`config.mk`:
```
export PLATFORM = sky130hd
export DESIGN_NAME = result_bus_arbiter
export DESIGN_NICKNAME = d
export VERILOG_FILES = /design/src/rtl/result_bus_arbiter.sv
export SDC_FILE = /design/constraint.sdc
export NUM_CORES = 1
export LEC_CHECK = 0
export ABC_AREA = 1
export BUFFER_PORTS_ARGS = -buffer_cell sky130_fd_sc_hd__buf_2
export CORE_ASPECT_RATIO = 0.9
export CORE_MARGIN = 2
export CORE_UTILIZATION = 55
export CTS_CLUSTER_DIAMETER = 60
export DETAILED_ROUTE_END_ITERATION = 6
export PLACE_DENSITY = 0.89
export SLEW_MARGIN = 20
export SYNTH_ARGS = -nofsm -noshare
export SYNTH_HDL_FRONTEND = slang
export SYNTH_SLANG_ARGS = --single-unit
```
`constraint.sdc`:
```
create_clock -name clk -period 4.1 [get_ports clk]
set_input_delay 0.41 -clock clk [delete_from_list [all_inputs] [get_ports clk]]
set_output_delay 0.41 -clock clk [all_outputs]
set_load 0.02 [all_outputs]
```
`src/rtl/result_bus_arbiter.sv`:
```
// rtl/result_bus_arbiter.sv - result bus arbiter: one driver per transaction, settle, load strobe, release
// Define RESULT_BUS_FIXED_PRIO_EN for fixed lowest-index priority; round-robin otherwise.
module result_bus_arbiter #(
   parameter int NUM_REQ       = 5,
   parameter int BUS_WIDTH     = 8,
   parameter int SETTLE_CYCLES = 3,
   parameter int HOLD_CYCLES   = 1
) (
   input  logic                         clk,
   input  logic                         rst,
   input  logic [NUM_REQ-1:0]           req,
   input  logic [NUM_REQ*BUS_WIDTH-1:0] src_data,
   output logic [NUM_REQ-1:0]           grant,
   output logic [BUS_WIDTH-1:0]         bus_out,
   output logic                         bus_valid,
   output logic                         load_strobe,
   output logic [NUM_REQ-1:0]           done,
   output logic                         busy
);

   localparam logic [1:0] ST_IDLE    = 2'd0;
   localparam logic [1:0] ST_SETTLE  = 2'd1;
   localparam logic [1:0] ST_LOAD    = 2'd2;
   localparam logic [1:0] ST_RELEASE = 2'd3;

   localparam int         PTR_W       = (NUM_REQ > 1) ? $clog2(NUM_REQ) : 1;
   localparam logic [3:0] SETTLE_INIT = 4'(SETTLE_CYCLES - 1);
   localparam logic [3:0] HOLD_INIT   = 4'(HOLD_CYCLES - 1);

   generate
      if (SETTLE_CYCLES < 1 || SETTLE_CYCLES > 15) begin : g_bad_settle
         $error("result_bus_arbiter: SETTLE_CYCLES must be in 1..15");
      end
      if (HOLD_CYCLES < 1 || HOLD_CYCLES > 15) begin : g_bad_hold
         $error("result_bus_arbiter: HOLD_CYCLES must be in 1..15");
      end
   endgenerate

   logic [1:0]         state;
   logic [3:0]         cnt;
   logic [NUM_REQ-1:0] pick;
   logic               pick_any;

`ifdef RESULT_BUS_FIXED_PRIO_EN
   always_comb begin
      pick     = '0;
      pick_any = 1'b0;
      for (int i = 0; i < NUM_REQ; i++) begin
         if (!pick_any && req[i]) begin
            pick[i]  = 1'b1;
            pick_any = 1'b1;
         end
      end
   end
`else
   logic [PTR_W-1:0] rr_ptr;
   logic [PTR_W-1:0] rr_ptr_nxt;
   logic [PTR_W:0]   idx;

   // Scan from rr_ptr upward, wrapping modulo NUM_REQ; first requester wins.
   always_comb begin
      pick       = '0;
      pick_any   = 1'b0;
      rr_ptr_nxt = rr_ptr;
      idx        = '0;
      for (int i = 0; i < NUM_REQ; i++) begin
         idx = {1'b0, rr_ptr} + (PTR_W+1)'(i);
         if (idx >= (PTR_W+1)'(NUM_REQ)) begin
            idx = idx - (PTR_W+1)'(NUM_REQ);
         end
         if (!pick_any && req[idx[PTR_W-1:0]]) begin
            pick[idx[PTR_W-1:0]] = 1'b1;
            pick_any             = 1'b1;
            rr_ptr_nxt           = (idx == (PTR_W+1)'(NUM_REQ - 1)) ? '0
                                                                    : idx[PTR_W-1:0] + PTR_W'(1);
         end
      end
   end

   // Pointer moves at grant time, so an aborted transaction still yields its turn.
   always_ff @(posedge clk) begin
      if (rst) begin
         rr_ptr <= '0;
      end else if (state == ST_IDLE && pick_any) begin
         rr_ptr <= rr_ptr_nxt;
      end
   end
`endif

   always_ff @(posedge clk) begin
      if (rst) begin
         state <= ST_IDLE;
         grant <= '0;
         cnt   <= '0;
      end else begin
         case (state)
            ST_IDLE: begin
               if (pick_any) begin
                  grant <= pick;
                  cnt   <= SETTLE_INIT;
                  state <= ST_SETTLE;
               end
            end
            ST_SETTLE: begin
               // Owner withdrew its request: release without strobing the load.
               if ((req & grant) == '0) begin
                  grant <= '0;
                  cnt   <= HOLD_INIT;
                  state <= ST_RELEASE;
               end else if (cnt == 4'd0) begin
                  state <= ST_LOAD;
               end else begin
                  cnt <= cnt - 4'd1;
               end
            end
            ST_LOAD: begin
               grant <= '0;
               cnt   <= HOLD_INIT;
               state <= ST_RELEASE;
            end
            ST_RELEASE: begin
               if (cnt == 4'd0) begin
                  state <= ST_IDLE;
               end else begin
                  cnt <= cnt - 4'd1;
               end
            end
            default: begin
               grant <= '0;
               cnt   <= '0;
               state <= ST_IDLE;
            end
         endcase
      end
   end

   // grant is one-hot or zero, so OR-ing the gated lanes is a clean mux.
   always_comb begin
      bus_out = '0;
      for (int i = 0; i < NUM_REQ; i++) begin
         if (grant[i]) begin
            bus_out = bus_out | src_data[i*BUS_WIDTH +: BUS_WIDTH];
         end
      end
   end

   assign bus_valid   = (state == ST_LOAD);
   assign load_strobe = (state == ST_LOAD);
   assign done        = (state == ST_LOAD) ? grant : '0;
   assign busy        = (state != ST_IDLE);

endmodule

```
==> results.yml <==
floorplanning:
  io_pins: 68
  rows: 24
  dieArea_um2: 5440
  fp.dieH_um: 70.2
  die_w_um: 77.5
  initial_core_util: 0.560
  core_area_um2: 4770
critical_path:
  cp_num_buf_inv: 3
  max_stage_delay_ps: 540
  crit_path_start_kind: "register"
  critPathMostFrequentCell: "nand2_1"
  cp_top_family: "simple AND/OR/NAND/NOR gates"
  crit_chain: "inv_1 > ha_1 > ha_1 > o21ai_1 > nand2_1 > nand2_1 > nand2_2 > nor3_1 > nand2_1 > nand2_1 > nor2_1 > nor2_2 > inv_1 > o21ai_1 > inv_1 > nand2_1 > a21oi_1"
  cp-end-kind: "register"
  crit_type: "register to register"
  required_ps: 4240
  slowest_stage: "dfxtp_1"
  worstPathMaxFanout: 8
  arrival_ps: 3680
global_route:
  grt_max_degree: 19
  grt_util_all_layers: 0.288
  antenna_found_initial: 0
  grt_first_pass_wirelength_um: 13100
  grt_pass1_vias: 2905
  gr-total-overflow: 0
worst_hold_path:
  hold_path_class: "primary input to register"
pwr:
  p_sw_uw: 1800
  power_frac_comb: 0.863
  power_frac_clock: 0.050
  p_per_area_nw_per_um2: 921
  p_leak_uw: 0.00172
  intPower_uw: 1060
  sw_frac_of_total: 0.630
  seqPwrFrac: 0.088
  peakVddDrop_mv: 0.489
sta:
  final-max-slew-violation-count: 0
  fin_crit_sh: 0.862
  fmax_ghz: 0.283
  hold_viol_final: 0
  worst_pin_slew_ps: 571
  finClkSkew_ps: 2.14
  slew_headroom: 0.617
  setup_viol: 0
  rsz0062_at_grt: "no"
  fin_tns_setup_ps: 0
  fin_crit_ps: 3540
drt:
  totalWireLength_um: 7880
  wl_met1_um: 3410
  antenna_left: 0
  viasPerCell: 5.54
  dr_wl_met3_um: 638
  wl_per_cell_um: 13.3
  dr_total_vias: 3286
  wl_met2_um: 3680
  drt_pass1_iterations: 6
  top_layer: "met4"
  post-route-drc-count: 0
  drtIter0Drc: 332
clocking:
  clk_pin_slew_ps: 60
  cts.sink_count: 14
  numCtsBuffers: 3
  cts_tree: "yes"
  clk_latency_ps: 250
  post-cts-setup-buffers: 0
  clock_path_buffers: 2
  cts_max_level: 1
  ctsHoldBuffers: 0
  cts_root_buf: "clkbuf_8"
  cts_resized: 0
flow_run:
  maxCapViolCount: 0
synth:
  synth_edf_count: 0
  ys.flop_type: "dfxtp_1"
  synthesis.instances: 467
  netlist_area_um2: 2680
  async_flop_share: 0
  synth_cell_types: 40
  ys_ff_latch: 14
  avgSynthCellArea_um2: 5.73
  syn_nets: 539
  yosys_warnings: 0
  yosysSeqAreaShare: 0.105
final_layout:
  layout_commonest_cell: "nand2_1"
  final_cell_mix: "nand2_1, buf_2, nand3_1"
  final_util: 0.650
  fillers: 438
  fin_nets: 601
  drive_gt1_frac: 0.201
  diodes: 0
  synthToLayoutAreaGrowth_pct: 15.9
place:
  portBuffers: 67
  hpwlAfterDp_um: 6170
  place_congestion: 0.937
status:
  status: "completed"
## logic make-up (layout without fill, tap and decap cells)
| group | count (synthesis) | in the layout | share of synthesized area |
|---|---|---|---|
| AO/OA/AOI/OAI | 63 | 63 | 0.144 |
| XOR/XNOR | 7 | 7 | 0.0229 |
| adder cells (fa/ha/maj) | 25 | 25 | 0.120 |
| buffers and inverters | 74 | 135 | 0.108 |
| flip-flops | 14 | 14 | 0.105 |
| AND/OR/NAND/NOR | 284 | 284 | 0.501 |
## cells in the mapped netlist, types with 2 or more instances
master      n  area, um2
buf_2       3       15.0
inv_2       6       22.5
or2_2       3       18.8
buf_4       2       15.0
o21ai_2     3       26.3
nand2_4     5       56.3
o21ai_1     4       20.0
nand3_2     3       30.0
nand4_1    10       62.6
nand2_1   152        571
dfxtp_1    14        280
nor2_1     26       97.6
nand2_2     7       43.8
clkbuf_1    5       18.8
a21oi_1    28        140
inv_1      57        214
o211ai_1    3       22.5
o21ai_0    10       50.1
xnor2_1     2       17.5
a22o_1      9       78.8
ha_1       24        300
nor3_1     11       55.1
xor2_1      5       43.8
nand3_1    59        295
## path summary, 6_finish.rpt
path | start | cells past startpoint | slack (ps) | end
worst max-delay path | rr_ptr[1] | 17 | 560 | rr_ptr[2]
worst min register to register | cnt[2] | 2 | 500 | cnt[2]
worst min-delay path | rst | 2 | 450 | cnt[0]
worst max register to register | rr_ptr[1] | 17 | 560 | rr_ptr[2]
## metal layers
layer	global-route usage	vias to the layer above
met2	0.478	154
met4	0.0853	0
met5	0	-
met3	0.0271	19
li1	-	1650
met1	0.395	1463
## worst register-to-register path: stages, from the launching register on
cell     delay (ps)
dfxtp_1         540
inv_1           290
ha_1            310
ha_1            410
o21ai_1         250
nand2_1         140
nand2_1         100
nand2_2         100
nor3_1          270
nand2_1         110
nand2_1         100
nor2_1           70
nor2_2          240
inv_1           150
o21ai_1         150
inv_1            50
nand2_1          70
a21oi_1          60
## registers in the layout, summed over array words and instances (netlist names)
| signal | flops |
|---|---|
| grant | 5 |
| rr_ptr | 3 |
| cnt | 4 |
| state | 2 |
## power groups by stage
stage / combinational [uW] / clock (uW) / sequential (uW)
CTS: 2420 / 142 / 250
detailed placement: 2390 / 0 / 253
floorplan: 1920 / 0 / 229
finish: 2460 / 142 / 251
global route: 2750 / 148 / 260
global placement: 2330 / 0 / 251
## final cells by class
type	count	area (um2)	area share
Clock buffer	4	55.1	0.0177
Multi-Input combinational cell	379	2110	0.679
Timing Repair Buffer	68	343	0.111
Inverter	63	236	0.0762
Sequential cell	14	280	0.0904
Tap cell	65	81.3	0.0262
## metrics by stage
step                      power, uW  hold slack (ps)  instance area, um2  cells  setup WS [ps]
after global placement         2580              479                3050    589            784
after global routing           3160              466                3100    593            282
after floorplan                2140              460                2680    467           1260
final                          2860              452                3100    593            565
after CTS                      2810              443                3100    593            653
after detailed placement       2640              496                3050    589            683
(Power assumes the default switching activity.)
